**config.mk**
```make
export PLATFORM = sky130hd
export DESIGN_NAME = reg_pipe_hs
export DESIGN_NICKNAME = d
export VERILOG_FILES = /design/src/rtl/reg_pipe_hs.sv
export SDC_FILE = /design/constraint.sdc
export NUM_CORES = 1
export LEC_CHECK = 0
export CORE_ASPECT_RATIO = 1.25
export CORE_UTILIZATION = 57
export CTS_CLUSTER_DIAMETER = 60
export DETAILED_ROUTE_END_ITERATION = 10
export PLACE_DENSITY = 0.83
export RECOVER_POWER = 100
export SLEW_MARGIN = 5
export SYNTH_ARGS = -nofsm -noshare
export SYNTH_HDL_FRONTEND = slang
export SYNTH_SLANG_ARGS = --single-unit
```
**constraint.sdc**
```tcl
create_clock -name ck -period 3.6 [get_ports ck]
set_input_delay 0.54 -clock ck [delete_from_list [all_inputs] [get_ports ck]]
set_output_delay 0.54 -clock ck [all_outputs]
set_load 0.05 [all_outputs]
```
**src/rtl/reg_pipe_hs.sv**
```systemverilog
// ============================================================================
// Module   : reg_pipe_hs
// Brief    : WIDTH-bit, DEPTH-stage valid/ready register pipeline with bubble
//            collapse, flush and occupancy. Optional parity: REG_PIPE_PARITY_EN.
// Revision : 1.0  initial release
// ============================================================================
`default_nettype none

module reg_pipe_hs #(
  parameter int WIDTH = 16,
  parameter int DEPTH = 4
) (
  input  logic                       ck,
  input  logic                       rst,
  input  logic                       flush,
  input  logic                       in_valid,
  output logic                       in_ready,
  input  logic [WIDTH-1:0]           in_data,
  output logic                       out_valid,
  input  logic                       out_ready,
  output logic [WIDTH-1:0]           out_data,
  output logic [$clog2(DEPTH+1)-1:0] occupancy
`ifdef REG_PIPE_PARITY_EN
  ,
  input  logic                       in_par,
  output logic                       par_err
`endif
);

  localparam int OCC_W = $clog2(DEPTH+1);

  logic [DEPTH-1:0] r_v;
  logic [WIDTH-1:0] r_d [DEPTH];
  logic [DEPTH-1:0] w_adv;
  logic [DEPTH-1:0] w_src_v;
  logic [WIDTH-1:0] w_src_d [DEPTH];
  logic [OCC_W-1:0] r_occ;
  logic             w_xfer_in;
  logic             w_xfer_out;

  // A stage may advance unless it and every stage downstream are full and
  // the output is stalled; flattened so there is no combinational chain.
  generate
    for (genvar k = 0; k < DEPTH; k++) begin : g_stage
      assign w_adv[k] = out_ready | ~(&r_v[DEPTH-1:k]);
      if (k == 0) begin : g_head
        assign w_src_v[k] = in_valid;
        assign w_src_d[k] = in_data;
      end else begin : g_body
        assign w_src_v[k] = r_v[k-1];
        assign w_src_d[k] = r_d[k-1];
      end
    end
  endgenerate

  assign in_ready   = w_adv[0];
  assign out_valid  = r_v[DEPTH-1];
  assign out_data   = r_d[DEPTH-1];
  assign occupancy  = r_occ;
  assign w_xfer_in  = in_valid & w_adv[0];
  assign w_xfer_out = r_v[DEPTH-1] & out_ready;

  always_ff @(posedge ck) begin
    if (rst) begin
      r_v <= '0;
      for (int k = 0; k < DEPTH; k++) begin
        r_d[k] <= '0;
      end
    end else begin
      for (int k = 0; k < DEPTH; k++) begin
        if (flush) begin
          r_v[k] <= 1'b0;
        end else if (w_adv[k]) begin
          r_v[k] <= w_src_v[k];
          if (w_src_v[k]) begin
            r_d[k] <= w_src_d[k];
          end
        end
      end
    end
  end

  always_ff @(posedge ck) begin
    if (rst || flush) begin
      r_occ <= '0;
    end else if (w_xfer_in && !w_xfer_out) begin
      r_occ <= r_occ + OCC_W'(1);
    end else if (!w_xfer_in && w_xfer_out) begin
      r_occ <= r_occ - OCC_W'(1);
    end
  end

`ifdef REG_PIPE_PARITY_EN
  logic [DEPTH-1:0] r_p;
  logic [DEPTH-1:0] w_src_p;
  logic             r_par_err;

  generate
    for (genvar k = 0; k < DEPTH; k++) begin : g_par
      if (k == 0) begin : g_head
        assign w_src_p[k] = in_par;
      end else begin : g_body
        assign w_src_p[k] = r_p[k-1];
      end
    end
  endgenerate

  always_ff @(posedge ck) begin
    if (rst) begin
      r_p <= '0;
    end else begin
      for (int k = 0; k < DEPTH; k++) begin
        if (!flush && w_adv[k] && w_src_v[k]) begin
          r_p[k] <= w_src_p[k];
        end
      end
    end
  end

  always_ff @(posedge ck) begin
    if (rst || flush) begin
      r_par_err <= 1'b0;
    end else if (w_xfer_out && ((^r_d[DEPTH-1]) != r_p[DEPTH-1])) begin
      r_par_err <= 1'b1;
    end
  end

  assign par_err = r_par_err;
`endif

endmodule

`default_nettype wire

```
==> summary.md, run 1 <==
| Metric | Value |
|---|---|
| Status | `finished clean` |
| WP data required | `3.06 ns` |
| Post-CTS Setup Repair Bufs | `0` |
| Crit path max fanout | `6` |
| Pin count of the biggest net entering global routing | `17` |
| Clock power share | `38.3%` |
| Drt drc | `0` |
| DR iter-0 viols | `48` |
| Cts hold-fix bufs | `0` |
| Reg2reg start | `r_v[2]$_SDFFE_PP0N_` |
| Total CTS buffers | `9` |
| Worst Min Path Start | `r_v[1]$_SDFFE_PP0N_` |
| Sw Ratio | `19.9%` |
| Wire length of the first global-routing pass | `6310 µm` |
| Critical Path Start Type | `input port` |
| Chip width | `64.7 µm` |
| Fmax | `337 MHz` |
| Critical-path top delay cell | `dlygate4sd3_1` |
| Period minus WS final | `2.97 ns` |
| Most used cell, CP | `dlygate4sd3_1` |
| DP Cell Count | `278` |
| Grt ovf | `0` |
| Final hold vios | `0` |
| Combinational share of power | `5.9%` |
| Ys Warns | `0` |
| Sequential Power Share | `55.9%` |
| Max-Cap Viols | `0` |
| Crit. End Element | `output pin` |
| CP Launch Point | `out_ready` |
| Rows | `28` |
| Synthesized net count | `203` |
| PortBufs | `41` |
| Arrival time worst endpoint | `2.43 ns` |
| Fin util | `71.8%` |
| Clock Tree Root | `clkbuf_8` |
| Die Ht | `80.4 µm` |
| Routability cong. | `0.798` |
| Clock transition at the registers of the reported paths | `0.07 ns` |
| Clock sink count | `71` |
| Vias/cell | `4.81` |
| Worst-path cell chain | `dlygate4sd3_1 -> and4b_1 -> nand2_1 -> dlygate4sd3_1` |
| Final Slew Violations | `0` |
| Finish-stage setup viols | `0` |
| CTS H-Tree Depth | `3` |
| Post-synthesis async set-or-reset flop share | `0%` |
| Hold_ws | `0.504 ns` |
| Detailed Route WL | `3600 µm` |
| Pwr Total | `0.00169 W` |
| WL/cell | `12.2 µm` |
| LEAKAGE | `1.25 nW` |
| Vias | `1415` |
| Fin crit share | `82.4%` |
| Number of diodes | `0` |
| Cell area after synthesis | `2800 µm²` |
| Gate Count Post-Synth | `180` |
| Drt pass-1 iters | `4` |
| Worst-Margin Slew | `1.30 ns` |
| Vias in the first global route | `1450` |
| I/O pin count | `42` |
| Nets | `252` |
| Post-synth EDFFs | `64` |
| Later-pin clock latency in the skew report | `0.33 ns` |
| Layout cells sized above 1 | `4.70%` |
| Syn Area/Cell | `15.6 µm²` |
| Initial antenna violation count | `0` |
| Filler Cell Count | `329` |
| Crit path kind | `in -> out` |
| Slew headroom | `12.7%` |
| TritonCTS clock tree | `built` |
| Post-route ant nets | `0` |
| Setup TNS Final | `0 ns` |
| CP peak stage delay | `0.79 ns` |
| RSZ-0062 raised after global routing | `no` |
| P_int | `0.00135 W` |
| Overall routing resource usage | `17.2%` |
| CTS max path bufs | `2` |
| Most used DFF post-synth | `edfxtp_1` |
| Post-CTS sizing | `0` |
| Synth cell types | `24` |
| Hold crit path type | `reg -> reg` |
| Yosys reg bits | `71` |
| Layout Cells excl Fill | `294` |
| Initial core utilization | `59.2%` |
| Worst VDD drop | `0.000359 V` |
| Die Area | `5200 µm²` |
| Pwr/cell area | `497 nW/µm²` |
| Area growth from synthesis to layout | `21.3%` |
| Worst Skew | `0.00784 ns` |
| Post-synthesis sequential area ratio | `73.6%` |
| Psw | `0.000335 W` |
| DPL Wire Length | `2630 µm` |
| Core area | `4730 µm²` |
[flip-flops by register name, summed over array words and instances, names as in the netlist]
signal and cells:
occupancy 3, r_d 64, r_v 4
[layer usage]
layer | track usage (%) | vias up | share of wire (%)
met5 | 0 | - | 0
met4 | 9.56 | 0 | 2.2
met3 | 6.68 | 8 | 3.8
met2 | 30.0 | 42 | 56
met1 | 17.3 | 645 | 38
li1 | - | 720 | -
[per-stage QoR]
| stage | cell area, µm² | worst slack [ns] |
|---|---|---|
| after global routing | 3400 | 0.419 |
| after detailed placement | 3260 | 0.695 |
| after global placement | 3260 | 0.759 |
| final | 3400 | 0.634 |
| after CTS | 3470 | 0.683 |
| after floorplan | 2800 | 1.10 |
[layout by cell type, fill, tap and decap left out]
master / Yosys / routed
edfxtp_1: 64 / 64
and2_0: 0 / 60
dlygate4sd3_1: 0 / 23
clkdlybuf4s50_1: 0 / 18
clkbuf_8: 0 / 9
nor2_1: 8 / 8
dfxtp_1: 7 / 7
inv_1: 6 / 6
and2_1: 64 / 4
clkinv_1: 0 / 4
clkbuf_1: 0 / 4
a21oi_1: 3 / 3
nand2_1: 3 / 3
o31ai_1: 2 / 2
o21ai_0: 2 / 2
nor3_1: 0 / 2
xor2_1: 2 / 2
bufinv_16: 0 / 2
and4b_1: 1 / 1
and3b_1: 1 / 1
nor2b_1: 1 / 1
a31o_1: 0 / 1
or2_0: 0 / 1
nor3b_1: 0 / 1
a211oi_1: 0 / 1
mux2i_1: 1 / 1
or3_1: 1 / 1
fa_1: 1 / 1
ha_1: 1 / 1
[power groups by stage]
stage	Clock, W	Sequential, W	Combinational (W)
2_1_floorplan	0	0.000987	0.0000351
3_3_place_gp	0	0.000958	0.000104
3_5_place_dp	0	0.000961	0.000109
4_1_cts	0.000655	0.000944	0.000110
5_1_grt	0.000695	0.000946	0.000108
6_report	0.000646	0.000943	0.0000989
[area by class of cell]
class                           count  area [µm²]  area share [%]
Inverter                            6        22.5           0.663
Tap cell                           60        75.1            2.21
Clock buffer                       10         128            3.76
Sequential cell                    71        2060            60.7
Multi-Input combinational cell     97         613            18.0
Clock inverter                      6        75.1            2.21
Timing Repair Buffer               44         422            12.4
[cell usage after synthesis, types with 2 or more instances]
master | n | share of area (%)
inv_1 | 6 | 0.80
nor2_1 | 8 | 1.1
clkbuf_2 | 2 | 0.36
o31ai_1 | 2 | 0.54
nor3_4 | 2 | 1.2
o21ai_0 | 2 | 0.36
nand2_1 | 3 | 0.40
and2_1 | 64 | 14
edfxtp_1 | 64 | 69
a21oi_1 | 3 | 0.54
xor2_1 | 2 | 0.63
buf_6 | 4 | 1.6
dfxtp_1 | 7 | 5.0
[cells by family after synthesis]
kind of cell             synth area share (%)
AO/OA/AOI/OAI                            2.46
XOR/XNOR                                0.625
adder cells (fa/ha/maj)                  1.16
buffers and inverters                    2.77
flip-flops                               73.6
multiplexers                            0.357
AND/OR/NAND/NOR                          19.0
[critical path: cells and delay by family]
kind	cells	cell delay, ns
buffers and inverters	2	1.36
AND/OR/NAND/NOR	2	0.52
[path summary, 6_finish.rpt]
kind                                                  end  slack, ns  cells past startpoint
worst max register to register  occupancy[2]$_SDFFE_PP0P_       1.48                      8
worst min register to register        r_v[2]$_SDFFE_PP0N_       0.50                      2
worst max-delay path                             in_ready       0.63                      4
worst min-delay path                  r_v[2]$_SDFFE_PP0N_       0.50                      2
(Power assumes the default switching activity.)
==> run 2: changes to the inputs <==
--- a/config.mk
+++ b/config.mk
@@ -6,10 +6,10 @@
 export NUM_CORES = 1
 export LEC_CHECK = 0
 export CORE_ASPECT_RATIO = 1.25
-export CORE_UTILIZATION = 57
+export CORE_UTILIZATION = 48
 export CTS_CLUSTER_DIAMETER = 60
 export DETAILED_ROUTE_END_ITERATION = 10
-export PLACE_DENSITY = 0.83
+export PLACE_DENSITY = 0.75
 export RECOVER_POWER = 100
 export SLEW_MARGIN = 5
 export SYNTH_ARGS = -nofsm -noshare
==> constraint.sdc (replaced) <==
create_clock -name ck -period 2.6 [get_ports ck]
set_input_delay 0.39 -clock ck [delete_from_list [all_inputs] [get_ports ck]]
set_output_delay 0.39 -clock ck [all_outputs]
set_load 0.05 [all_outputs]
==> summary.md, run 2 (same netlist as run 1, synthesis figures left out) <==
| Metric | Value |
|---|---|
| Status | `finished clean` |
| Critical Path Start Type | `input port` |
| Crit path kind | `in -> reg` |
| Fmax | `438 MHz` |
| Worst-Margin Slew | `1.11 ns (-0.190 ns)` |
| PortBufs | `41 (unchanged)` |
| Commonest non-fill, non-tap cell in the layout | `edfxtp_1` |
| Final hold vios | `0 (unchanged)` |
| Final Slew Violations | `0 (unchanged)` |
| Clock transition at the registers of the reported paths | `0.06 ns (about the same)` |
| Crit. End Element | `flip-flop` |
| Total CTS buffers | `9 (unchanged)` |
| RSZ-0062 raised after global routing | `no` |
| TritonCTS clock tree | `built` |
| Crit path max fanout | `2 (-4)` |
| Max-Cap Viols | `0 (unchanged)` |
| Post-route ant nets | `0 (unchanged)` |
| Slew headroom | `25.3% (+13 points)` |
| Overall routing resource usage | `11.4% (-5.8 points)` |
| Initial core utilization | `50.8% (-8.5 points)` |
| CTS H-Tree Depth | `3 (unchanged)` |
| Met3 Resource Use GR | `4.86% (-1.8 points)` |
| Finish-stage setup viols | `0 (unchanged)` |
| Drt pass-1 iters | `3 (-1)` |
| Met1 Use GR | `11.2% (-6.1 points)` |
| I/O pin count | `42 (unchanged)` |
| Core area | `5520 µm² (+17%)` |
| Worst Skew | `0.00670 ns (-0.00114 ns)` |
| Reg-to-reg slack, setup | `0.58 ns (-0.90 ns)` |
| Hold crit path type | `reg -> reg` |
| Fin crit share | `87.7%` |
| Area growth from synthesis to layout | `20.3%` |
| Layout cells sized above 1 | `6.38% (+1.7 points)` |
| Wire length of the first global-routing pass | `5130 µm (-19%)` |
| Arrival time worst endpoint | `2.54 ns (+0.11 ns)` |
| Filler Cell Count | `431 (+31%)` |
| Post-CTS Setup Repair Bufs | `0 (unchanged)` |
| Post-CTS sizing | `0 (unchanged)` |
| WL/cell | `10.4 µm (-15%)` |
| Reg2reg path depth | `8 (unchanged)` |
| Max FFs per register | `64 (unchanged)` |
| Pwr Total | `0.00212 W (+26%)` |
| Vias | `1366 (-3.5%)` |
| Number of diodes | `0 (unchanged)` |
| Chip width | `70.3 µm (+8.7%)` |
| Initial antenna violation count | `0 (unchanged)` |
| Top reg by flops | `r_d` |
| Later-pin clock latency in the skew report | `0.33 ns (about the same)` |
| Routability cong. | `0.741 (-7.2%)` |
| Setup TNS Final | `0 ns (unchanged)` |
| CP Launch Point | `out_ready` |
| Pwr/cell area | `629 nW/µm² (+27%)` |
| End of the critical path | `occupancy[2]$_SDFFE_PP0P_` |
| Clock Tree Root | `clkbuf_8` |
| Pin count of the biggest net entering global routing | `17 (unchanged)` |
| Grt ovf | `0 (unchanged)` |
| Reg2reg start | `r_v[2]$_SDFFE_PP0N_` |
| Clock sink count | `71 (unchanged)` |
| Die Ht | `87.4 µm (+8.8%)` |
| Rows | `30 (+7.1%)` |
| Nets | `254 (+0.79%)` |
| DPL Wire Length | `2180 µm (-17%)` |
| Worst VDD drop | `0.000285 V (-21%)` |
| WP data required | `2.86 ns (-0.20 ns)` |
| Period minus WS final | `2.28 ns` |
| Drt drc | `0 (unchanged)` |
| GRT met2 Usage | `19.3% (-11 points)` |
| Commonest non-fill, non-tap cells in the layout | `64 x edfxtp_1, 52 x and2_0, 21 x dlygate4sd3_1, 19 x clkdlybuf4s50_1, 12 x and2_1` |
| Detailed Route WL | `3110 µm (-14%)` |
| GRT Max-Usage Layer | `met2` |
| Vias in the first global route | `1191 (-18%)` |
| Cts hold-fix bufs | `0 (unchanged)` |
| Worst reg2reg endpoint | `occupancy[2]$_SDFFE_PP0P_` |
| CTS max path bufs | `2 (unchanged)` |
| Vias/cell | `4.57 (-5.1%)` |
| DR iter-0 viols | `46 (-4.2%)` |
| Die Area | `6150 µm² (+18%)` |
| LEAKAGE | `1.24 nW (-0.67%)` |
## run 2: cell count changes in the layout (fill, tap and decap cells not counted), moves of 2 or more
cell,delta
clkbuf_1,+4
and2_1,+8
dlygate4sd3_1,-2
bufinv_16,-2
o31ai_1,-2
o31ai_2,+2
and2_0,-8
## run 2: through the flow
| stage | setup slack (ns) | util (%) | cell area [µm²] | cells | hold slack, ns |
|---|---|---|---|---|---|
| CTS | 0.389 | 62.4 | 3440 | 299 | 0.497 |
| floorplan | 0.100 | - | 2800 | 180 | 0.455 |
| detailed placement | 0.0375 | 59.7 | 3290 | 284 | 0.491 |
| global route | 0.228 | 61.1 | 3370 | 299 | 0.534 |
| finish | 0.319 | 61.1 | 3370 | 299 | 0.496 |
| global placement | 0.109 | 59.7 | 3290 | 284 | 0.470 |
## run 2: worst min path at each step
| stage | startpoint | end | slack (ns) | cells after the start |
|---|---|---|---|---|
| after floorplan | r_v[1]$_SDFFE_PP0N_ | r_v[2]$_SDFFE_PP0N_ | 0.46 | 2 |
| after global placement | occupancy[2]$_SDFFE_PP0P_ | occupancy[2]$_SDFFE_PP0P_ | 0.47 | 2 |
| after detailed placement | r_v[1]$_SDFFE_PP0N_ | r_v[2]$_SDFFE_PP0N_ | 0.49 | 2 |
| after CTS | r_v[1]$_SDFFE_PP0N_ | r_v[2]$_SDFFE_PP0N_ | 0.50 | 2 |
| after global routing | r_v[1]$_SDFFE_PP0N_ | r_v[2]$_SDFFE_PP0N_ | 0.53 | 2 |
| final | r_v[1]$_SDFFE_PP0N_ | r_v[2]$_SDFFE_PP0N_ | 0.50 | 2 |
## run 2: critical path, stage by stage
cell	delay (ns)
dlygate4sd3_1	0.54
and4b_1	0.21
a21oi_1	0.15
ha_1	0.21
inv_1	0.06
fa_1	0.37
xor2_1	0.16
or3_1	0.31
a21oi_1	0.14
## run 2: power breakdown
part           internal (W)  switching, W  total, W
registers           0.00129     0.0000114   0.00130
clock network      0.000332      0.000346  0.000679
logic             0.0000552     0.0000824  0.000138
## run 2: routing by layer
layer  wire length (µm)  up-vias
met5                  0        -
met4                 87        0
met3                137        7
met2               1550       39
met1               1340      597
li1                   -      723
## run 2: layout make-up
class                           instances  area (µm²)  share of cell area (%)
Timing Repair Buffer                   46         424                    12.6
Clock inverter                          3        11.3                   0.334
Inverter                                6        22.5                   0.668
Multi-Input combinational cell         97         636                    18.9
Sequential cell                        71        2060                    61.2
Clock buffer                           12         135                    4.01
Tap cell                               64        80.1                    2.38
==> run 3: changes to the inputs <==
--- a/config.mk
+++ b/config.mk
@@ -9,9 +9,8 @@
 export CORE_UTILIZATION = 48
 export CTS_CLUSTER_DIAMETER = 60
 export DETAILED_ROUTE_END_ITERATION = 10
-export PLACE_DENSITY = 0.75
+export PLACE_DENSITY_LB_ADDON = 0.12
 export RECOVER_POWER = 100
-export SLEW_MARGIN = 5
 export SYNTH_ARGS = -nofsm -noshare
 export SYNTH_HDL_FRONTEND = slang
 export SYNTH_SLANG_ARGS = --single-unit
==> summary.md, run 3 (same netlist as run 1, synthesis figures left out) <==
| Metric | Value |
|---|---|
| Fin util | `61.6% (+0.50 points)` |
| Max FFs per register | `64 (unchanged)` |
| Worst VDD drop | `0.000430 V (+51%)` |
| Worst Min Path Start | `r_v[1]$_SDFFE_PP0N_` |
| Crit path max fanout | `4 (+2)` |
| Status | `finished clean` |
| Slew headroom | `46.5% (+21 points)` |
| Wire length of the first global-routing pass | `6670 µm (+30%)` |
| Post-CTS Setup Repair Bufs | `0 (unchanged)` |
| Hold crit path type | `reg -> reg` |
| Number of diodes | `0 (unchanged)` |
| Rows | `30 (unchanged)` |
| Drt pass-1 iters | `4 (+1)` |
| Drt drc | `0 (unchanged)` |
| WL/cell | `12.5 µm (+20%)` |
| Arrival time worst endpoint | `2.64 ns (+0.10 ns)` |
| Worst-Margin Slew | `0.803 ns (-0.308 ns)` |
| Combinational share of power | `6.1% (-0.4 points)` |
| Pwr/cell area | `660 nW/µm² (+5.0%)` |
| RSZ-0062 raised after global routing | `no` |
| Met1 Use GR | `13.0% (+1.8 points)` |
| Layout Cells excl Fill | `299 (unchanged)` |
| Crit path kind | `in -> reg` |
| Clock sink count | `71 (unchanged)` |
| Critical Path Start Type | `input port` |
| LEAKAGE | `1.26 nW (+2.0%)` |
| Vias | `1442 (+5.6%)` |
| Initial core utilization | `50.8% (unchanged)` |
| Final Cell Area | `3400 µm² (+0.82%)` |
| Sw Ratio | `20.6% (-0.13 points)` |
| P_int | `0.00178 W (+6.0%)` |
| Period minus WS final | `2.38 ns (+0.103 ns)` |
| Area post-placement | `3290 µm² (-0.23%)` |
| Crit. End Element | `flip-flop` |
| Commonest non-fill, non-tap cells in the layout | `64 x edfxtp_1, 44 x and2_0, 22 x dlygate4sd3_1, 20 x and2_1, 18 x clkdlybuf4s50_1` |
| PortBufs | `41 (unchanged)` |
| Grt ovf | `0 (unchanged)` |
| Die Area | `6150 µm² (unchanged)` |
| Initial antenna violation count | `0 (unchanged)` |
| Psw | `0.000463 W (+5.2%)` |
| Reg2reg start | `r_v[2]$_SDFFE_PP0N_` |
| Met3 Resource Use GR | `4.86% (unchanged)` |
| Worst Skew | `0.00481 ns (-0.00189 ns)` |
| Max-Cap Viols | `0 (unchanged)` |
| GRT Max-Usage Layer | `met2` |
| Reg2reg path depth | `8 (unchanged)` |
| Vias in the first global route | `1572 (+32%)` |
| CTS max path bufs | `2 (unchanged)` |
| Vias/cell | `4.82 (+5.6%)` |
| Post-route ant nets | `0 (unchanged)` |
| I/O pin count | `42 (unchanged)` |
| Hold endpoint | `r_v[2]$_SDFFE_PP0N_` |
| Later-pin clock latency in the skew report | `0.33 ns (about the same)` |
| Total CTS buffers | `9 (unchanged)` |
| Clock power share | `35.7% (+3.7 points)` |
| GRT met2 Usage | `28.5% (+9.2 points)` |
| Top reg by flops | `r_d` |
| Cts hold-fix bufs | `0 (unchanged)` |
| Area growth from synthesis to layout | `21.3%` |
| TritonCTS clock tree | `built` |
| Routability cong. | `0.728 (-1.7%)` |
| Post-CTS sizing | `0 (unchanged)` |
| Finish-stage setup viols | `0 (unchanged)` |
| Hold depth | `2 (unchanged)` |
| DP Cell Count | `283 (-0.35%)` |
| Fin crit share | `91.7% (+4.0 points)` |
| WP data required | `2.86 ns (about the same)` |
| DPL Wire Length | `2820 µm (+29%)` |
| Nets | `253 (-0.39%)` |
| Detailed Route WL | `3730 µm (+20%)` |
| Clock Tree Root | `clkbuf_8` |
| CP Launch Point | `out_ready` |
| Core area | `5520 µm² (unchanged)` |
| Final Slew Violations | `0 (unchanged)` |
| Commonest non-fill, non-tap cell in the layout | `edfxtp_1` |
| Clock transition at the registers of the reported paths | `0.07 ns (about the same)` |
| Fmax | `419 MHz (-4.3%)` |
| Pin count of the biggest net entering global routing | `17 (unchanged)` |
| DR iter-0 viols | `35 (-24%)` |
| CTS H-Tree Depth | `3 (unchanged)` |
| Final hold vios | `0 (unchanged)` |
| Worst reg2reg endpoint | `occupancy[2]$_SDFFE_PP0P_` |
| Reg-to-reg slack, setup | `0.54 ns (-0.04 ns)` |
| Setup TNS Final | `0 ns (unchanged)` |
| Overall routing resource usage | `14.6% (+3.3 points)` |
| Sequential Power Share | `58.2% (-3.3 points)` |
| Chip width | `70.3 µm (unchanged)` |
| Die Ht | `87.4 µm (unchanged)` |
| Layout cells sized above 1 | `7.66% (+1.3 points)` |
run 3: cell types whose count changed in the layout (fill, tap and decap cells not counted), sizes merged:
cell,previous run,this run
bufinv,0,1
clkbuf,18,16
clkdlybuf4s50,19,18
clkinv,3,4
dlygate4sd3,21,22
run 3: worst max path at each step:
stage	to	slack [ns]
floorplan	r_d[1][0]$_SDFFCE_PN0P_	0.10
global placement	occupancy[2]$_SDFFE_PP0P_	0.08
detailed placement	occupancy[2]$_SDFFE_PP0P_	-0.04
CTS	occupancy[2]$_SDFFE_PP0P_	0.32
global route	r_d[0][12]$_SDFFCE_PN0P_	0.11
finish	occupancy[2]$_SDFFE_PP0P_	0.22
run 3: layout make-up:
cell class                 count  area (µm²)
fill                         422        2120
sequential                    71        2060
multi-input combinational     97         633
timing repair buffer          45         420
clock buffer                  11         131
tap                           64        80.1
clock inverter                 5        48.8
inverter                       6        22.5
run 3: through the flow:
step / hold WS, ns / worst slack [ns] / power [W]
after floorplan: 0.455 / 0.100 / 0.00141
after global routing: 0.534 / 0.107 / 0.00234
after global placement: 0.468 / 0.0832 / 0.00147
after CTS: 0.511 / 0.315 / 0.00229
after detailed placement: 0.501 / -0.0368 / 0.00148
final: 0.508 / 0.216 / 0.00224
run 3: worst max-delay path, cell delays in order:
cell	delay, ns
dlygate4sd3_1	0.59
and4b_1	0.23
a21oi_1	0.19
ha_1	0.21
inv_1	0.06
fa_1	0.37
xor2_1	0.16
or3_1	0.31
a21oi_1	0.14
run 3: metal layers:
layer / wire (µm) / vias to the layer above
met5: 0 / -
met2: 2170 / 39
met4: 62 / 0
li1: - / 721
met1: 1320 / 675
met3: 174 / 7
run 3: power by group through the flow:
stage	Clock, W	Sequential, W	Combinational, W
detailed placement	0	0.00133	0.000151
finish	0.000801	0.00131	0.000137
CTS	0.000830	0.00131	0.000151
global route	0.000875	0.00131	0.000149
floorplan	0	0.00137	0.0000486
global placement	0	0.00133	0.000144
